[src/rtl/dma_transfer_engine.sv]
// dma_transfer_engine
//   Single-channel block DMA. A start pulse latches a source/destination
//   word address pair, a word count (minus one), IO-space flags and a
//   direction. Each word is moved only after the peripheral raises dreq:
//   one read bus cycle, then one write bus cycle, with m_access dropped for
//   one clock after every acknowledged cycle. The last write ends with a
//   one-cycle tc pulse.
//
// Ports
//   clk, reset          : single clock; synchronous active-high reset
//   start               : one-cycle pulse, accepted only while idle
//   cfg_src_addr/dst    : 19-bit word addresses (byte address [19:1])
//   cfg_src_io/dst_io   : select IO space for source/destination
//   cfg_count           : number of words to move minus one
//   cfg_decrement       : 1 = addresses count down, 0 = count up
//   dreq / dack         : peripheral request / acknowledge
//   m_*                 : master bus towards the arbiter DMA-side port
//   busy, tc            : transfer in progress / terminal-count pulse
module dma_transfer_engine #(
  parameter int COUNT_W = 16
) (
  input  logic               clk,
  input  logic               reset,
  input  logic               start,
  input  logic [18:0]        cfg_src_addr,
  input  logic [18:0]        cfg_dst_addr,
  input  logic               cfg_src_io,
  input  logic               cfg_dst_io,
  input  logic [COUNT_W-1:0] cfg_count,
  input  logic               cfg_decrement,
  input  logic               dreq,
  output logic               dack,
  output logic [18:0]        m_addr,
  output logic [15:0]        m_data_out,
  input  logic [15:0]        m_data_in,
  output logic               m_access,
  input  logic               m_ack,
  output logic               m_wr_en,
  output logic [1:0]         m_bytesel,
  output logic               m_io,
  output logic               busy,
  output logic               tc
);

  typedef enum logic [2:0] {
    S_IDLE, S_WAIT_REQ, S_READ, S_GAP_R, S_WRITE, S_GAP_W, S_DONE
  } state_t;

  state_t state, state_nx;

  logic [18:0]        src_q, dst_q;
  logic [COUNT_W-1:0] cnt_q;
  logic               src_io_q, dst_io_q, dec_q;
  logic [15:0]        data_q;

  // An acknowledge only counts while our own access strobe is up.
  logic acked;
  assign acked = m_access & m_ack;

  // Adding all-ones is a decrement; 19-bit wrap gives the modulo behaviour.
  logic [18:0] step;
  assign step = dec_q ? 19'h7FFFF : 19'h00001;

  // NOTE: sequential state uses non-blocking assignments so every register
  // samples the pre-edge values of the others.
  always_ff @(posedge clk) begin
    if (reset) state <= S_IDLE;
    else       state <= state_nx;
  end

  always_comb begin
    state_nx = state;
    unique case (state)
      S_IDLE:     if (start) state_nx = S_WAIT_REQ;
      S_WAIT_REQ: if (dreq)  state_nx = S_READ;
      S_READ:     if (acked) state_nx = S_GAP_R;
      S_GAP_R:               state_nx = S_WRITE;
      S_WRITE:    if (acked) state_nx = S_GAP_W;
      S_GAP_W:    state_nx = (cnt_q == '0) ? S_DONE : S_WAIT_REQ;
      S_DONE:                state_nx = S_IDLE;
      default:               state_nx = S_IDLE;
    endcase
  end

  // Outputs are registered as a decode of the next state, so they change on
  // the same edge as the state they describe.
  logic        dack_nx, access_nx, wr_en_nx, io_nx, busy_nx, tc_nx;
  logic [18:0] addr_nx;
  logic [15:0] dout_nx;
  logic [1:0]  bytesel_nx;

  // NOTE: every output of this block gets a default first so no path leaves
  // a value unassigned, which would infer a latch.
  always_comb begin
    dack_nx    = 1'b0;
    access_nx  = 1'b0;
    wr_en_nx   = 1'b0;
    io_nx      = 1'b0;
    busy_nx    = 1'b0;
    tc_nx      = 1'b0;
    addr_nx    = '0;
    dout_nx    = '0;
    bytesel_nx = 2'b00;
    unique case (state_nx)
      S_WAIT_REQ: busy_nx = 1'b1;
      S_READ: begin
        busy_nx    = 1'b1;
        dack_nx    = 1'b1;
        access_nx  = 1'b1;
        addr_nx    = src_q;
        io_nx      = src_io_q;
        bytesel_nx = 2'b11;
      end
      S_GAP_R, S_GAP_W: begin
        busy_nx = 1'b1;
        dack_nx = 1'b1;
      end
      S_WRITE: begin
        busy_nx    = 1'b1;
        dack_nx    = 1'b1;
        access_nx  = 1'b1;
        wr_en_nx   = 1'b1;
        addr_nx    = dst_q;
        io_nx      = dst_io_q;
        dout_nx    = data_q;
        bytesel_nx = 2'b11;
      end
      S_DONE:  tc_nx = 1'b1;
      default: ;
    endcase
  end

  always_ff @(posedge clk) begin
    if (reset) begin
      dack       <= 1'b0;
      m_access   <= 1'b0;
      m_wr_en    <= 1'b0;
      m_io       <= 1'b0;
      busy       <= 1'b0;
      tc         <= 1'b0;
      m_addr     <= '0;
      m_data_out <= '0;
      m_bytesel  <= 2'b00;
    end else begin
      dack       <= dack_nx;
      m_access   <= access_nx;
      m_wr_en    <= wr_en_nx;
      m_io       <= io_nx;
      busy       <= busy_nx;
      tc         <= tc_nx;
      m_addr     <= addr_nx;
      m_data_out <= dout_nx;
      m_bytesel  <= bytesel_nx;
    end
  end

  // Transfer context. Config is only taken in IDLE, so a start pulse during
  // a running block cannot disturb it.
  always_ff @(posedge clk) begin
    if (reset) begin
      src_q    <= '0;
      dst_q    <= '0;
      cnt_q    <= '0;
      src_io_q <= 1'b0;
      dst_io_q <= 1'b0;
      dec_q    <= 1'b0;
      data_q   <= '0;
    end else begin
      if (state == S_IDLE && start) begin
        src_q    <= cfg_src_addr;
        dst_q    <= cfg_dst_addr;
        cnt_q    <= cfg_count;
        src_io_q <= cfg_src_io;
        dst_io_q <= cfg_dst_io;
        dec_q    <= cfg_decrement;
      end
      if (state == S_READ && acked) data_q <= m_data_in;
      if (state == S_GAP_W && cnt_q != '0) begin
        cnt_q <= cnt_q - 1'b1;
        src_q <= src_q + step;
        dst_q <= dst_q + step;
      end
    end
  end

endmodule

[config.mk]
export PLATFORM = sky130hd
export DESIGN_NAME = dma_transfer_engine
export DESIGN_NICKNAME = d
export VERILOG_FILES = /design/src/rtl/dma_transfer_engine.sv
export SDC_FILE = /design/constraint.sdc
export NUM_CORES = 1
export LEC_CHECK = 0
export CORE_MARGIN = 5
export CORE_UTILIZATION = 40
export DETAILED_ROUTE_END_ITERATION = 16
export GPL_ROUTABILITY_DRIVEN = 0
export PLACE_DENSITY = 0.65
export SLEW_MARGIN = 20
export SYNTH_ARGS = -nofsm -noshare
export SYNTH_HDL_FRONTEND = slang
export SYNTH_SLANG_ARGS = --single-unit
[constraint.sdc]
create_clock -name clk -period 3.45 [get_ports clk]
set_clock_uncertainty 0.2 [all_clocks]
set_input_delay 1.035 -clock clk [delete_from_list [all_inputs] [get_ports clk]]
set_output_delay 1.035 -clock clk [all_outputs]
set_load 0.1 [all_outputs]
==> results by group <==
GRT
  • Total track usage: 0.194
  • Largest net degree at the start of global routing: 42
  • Met3 usage: 0.0427
  • Most used routing layer in global routing: met2
  • Wire length of the first global-routing pass: 29.2 mm
  • Antenna violations before repair: 0
  • Global route total overflow: 0
  • Met1 Track Usage GR: 0.256
  • Number of global-route vias before repair: between 5k and 6k
  • GR Util met2: 0.312

Floorplan
  • Placeable Area: 15900 um2
  • Starting Density: 0.408
  • Die Span X: 138 um
  • Die Height: ~140 um
  • Floorplan die area: 18900 um2
  • Number of primary I/O pins: 121
  • Core Rows: 46

Synth
  • Cell types occupying the most area after synthesis: dfxtp_1 (36%), ha_1 (6.9%), nand2_1 (6.5%)
  • Most used standard cell by instance count after synthesis: dfxtp_1
  • Cell taking the most area after synthesis: dfxtp_1
  • Number of nets in the synthesized netlist: 898
  • Post-synthesis sequential area ratio: 0.360
  • Synth Register Bits: 117
  • Average size of a mapped cell: 8.32 um2
  • Share of synthesized registers carrying an async set or reset: 0
  • Netlist cell types: 75
  • Most used standard cells in the synthesized netlist: dfxtp_1 (117), nand2_1 (113), a21oi_1 (74), nor2_1 (58), ha_1 (36)
  • Primary FF master, synth: dfxtp_1
  • Summed instance area of the synthesized netlist: 6510 um2
  • Total number of yosys warnings: 0
  • Number of synthesized flops with an enable pin: 0
  • Synth top area share: 0.360
  • Instance count of the mapped netlist: 782

CTS
  • Number of hold-repair buffers added at the cts stage: 0
  • Cell at the root of the clock tree: clkbuf_16
  • Number of buffers created by CTS: 17
  • Clock tree from TritonCTS: yes
  • # H-tree levels: 4
  • Clock latency of the later-clocked register in the worst-skew pair: between 0.4 and 0.5 ns
  • Buffers inserted during post-CTS setup optimization: 0
  • Longest Clk Path Bufs: 2
  • Clock-pin slew reported for the worst setup and hold paths after clock tree synthesis: 0.06 ns
  • # clock sinks: 117
  • Post-cts repair resize count: 0

Timing
  • RSZ-0062 raised after global routing: no
  • Count of pins over their slew limit: 0
  • Slew Limit Headroom: 0.427
  • Fmax: 337 MHz
  • Share of the clock period used by the worst path after layout: 0.859
  • Tightest Pin Transition: 0.860 ns
  • Final hold slack: 0.250 ns
  • Count of final setup violators: 0
  • Hold Violations, Final: 0
  • Setup TNS Final: 0 ns
  • Min Tclk post-route: 2.96 ns

Setup path
  • Data arrival time of the worst path: 3.06 ns
  • Category of the most critical setup path: reg2reg
  • Crit-path max FO: 31
  • Worst flop-to-flop path startpoint: dec_q
  • Delay-heaviest family, CP: compound AO/OA/AOI/OAI gates
  • Startpoint type of the worst setup path: flop
  • Cell with the biggest individual delay on the critical path: buf_4
  • Critical Path Source: dec_q
  • Critical Path, Cell by Cell: buf_4 -> ha_1 -> a211oi_1 -> o21bai_1 -> a211o_1 -> a21oi_1 -> nor3_1 -> or3b_1
  • Critical path buffers and inverters: 1
  • CP Data Required Time: 3.55 ns
  • Crit-path max cell delay: 0.40 ns
  • Crit. End Element: flop

Route
  • Residual DRC count: 0
  • Post-DR wirelength/cell: 15.9 um
  • Iteration-0 DRC count of the detailed router: approximately 340
  • Number of iterations in the first detailed-routing pass: 5
  • Antenna viol nets, final: 0
  • Routed WL: 17.9 mm
  • Avg Vias per Cell: 5.42
  • Via total after detailed routing: between 6k and 7k

Power and ir drop
  • Pwr/cell area: between 400 and 500 nW/um2
  • Maximum vdd ir drop: ~0.35 mV
  • P_leak: 0.00334 uW

Final layout
  • Layout net count: 1011
  • Core utilization of the finished layout: 0.529
  • Fillers: 1528
  • Inserted Diodes: 0
  • Area Overhead vs Synth: 29.5%
  • Share of layout cells above drive strength 1: 0.134

Flow run
  • Max-Cap Viols: 0

Min path
  • Type of the tightest min-delay check: reg2reg
  • Hold Startpoint: data_q[3]

Placed design
  • Sum of net half-perimeters after detailed placement: around 13 mm
  • Buffers on Ports: 120

Run status
  • Run status: finished clean
==> placed cells by master (no fill, tap or decap), types with 13 or more instances in the layout <==
master | netlist | final
dfxtp_1 | 117 | 117
nand2_1 | 113 | 113
clkdlybuf4s50_1 | 0 | 76
a21oi_1 | 74 | 73
buf_4 | 2 | 65
nor2_1 | 58 | 58
ha_1 | 36 | 36
nand3_1 | 21 | 21
a22o_1 | 20 | 20
o21ai_0 | 19 | 19
nor3_1 | 18 | 18
and2_1 | 17 | 17
clkbuf_16 | 0 | 17
inv_1 | 16 | 16
and3_1 | 13 | 13
a31oi_1 | 13 | 13
==> worst paths after layout <==
path	end	slack (ns)	depth (start not counted)
max	dst_q[15]	0.49	8
min	data_q[3]	0.25	2
max reg2reg	dst_q[15]	0.49	8
min reg2reg	data_q[3]	0.25	2
==> sequential cells by signal, indices dropped and copies added (netlist names) <==
register and cells:
cnt_q 16, state 3, src_q 19, tc 1
dst_q 19, dec_q 1, m_data_out 16, m_addr 19
m_bytesel 1, busy 1, data_q 16, src_io_q 1
m_wr_en 1, dack 1, m_io 1, dst_io_q 1
==> metal layers <==
metal  vias up  part of all wire
met4         0             0.016
met1      2823              0.46
met2       130              0.47
met5         -                 0
met3        21             0.048
li1       3118                 -
==> final cells by class <==
cell class                      instances  area (um2)  share of cell area
Timing Repair Buffer                  143        1290               0.153
Tap cell                              216         270              0.0321
Clock inverter                         15         149              0.0177
Inverter                               16        60.1             0.00713
Multi-Input combinational cell        600        3890               0.462
Sequential cell                       117        2340               0.278
Clock buffer                           17         425              0.0505
==> logic make-up (layout without fill, tap and decap cells) <==
group,after synthesis,in the layout,synth area share
buffers and inverters,65,191,0.0438
flip-flops,117,117,0.360
XOR/XNOR,15,15,0.0202
AND/OR/NAND/NOR,303,303,0.237
adder cells (fa/ha/maj),38,38,0.0754
AO/OA/AOI/OAI,230,230,0.242
multiplexers,14,14,0.0219
==> power by group <==
part           switching (uW)  internal, uW  total [uW]
clock                     701          1010        1710
sequential               65.1          1410        1480
combinational             372           291         663
total                    1140          2710        3850
==> stage by stage <==
step,setup slack (ns),power [uW],area (um2),cells
floorplan,0.341,1940,6510,782
global placement,0.240,2160,7850,1092
detailed placement,0.211,2170,7850,1092
CTS,0.509,3890,8420,1124
global route,0.187,4030,8430,1124
finish,0.486,3850,8430,1124
==> worst reg2reg max path: stages, from the launching register on <==
cell and delay (ns):
dfxtp_1 0.39, buf_4 0.40, ha_1 0.34, a211oi_1 0.25, o21bai_1 0.17, a211o_1 0.37
a21oi_1 0.28, nor3_1 0.10, or3b_1 0.35
Note: power is estimated with default switching activity, not from simulation.
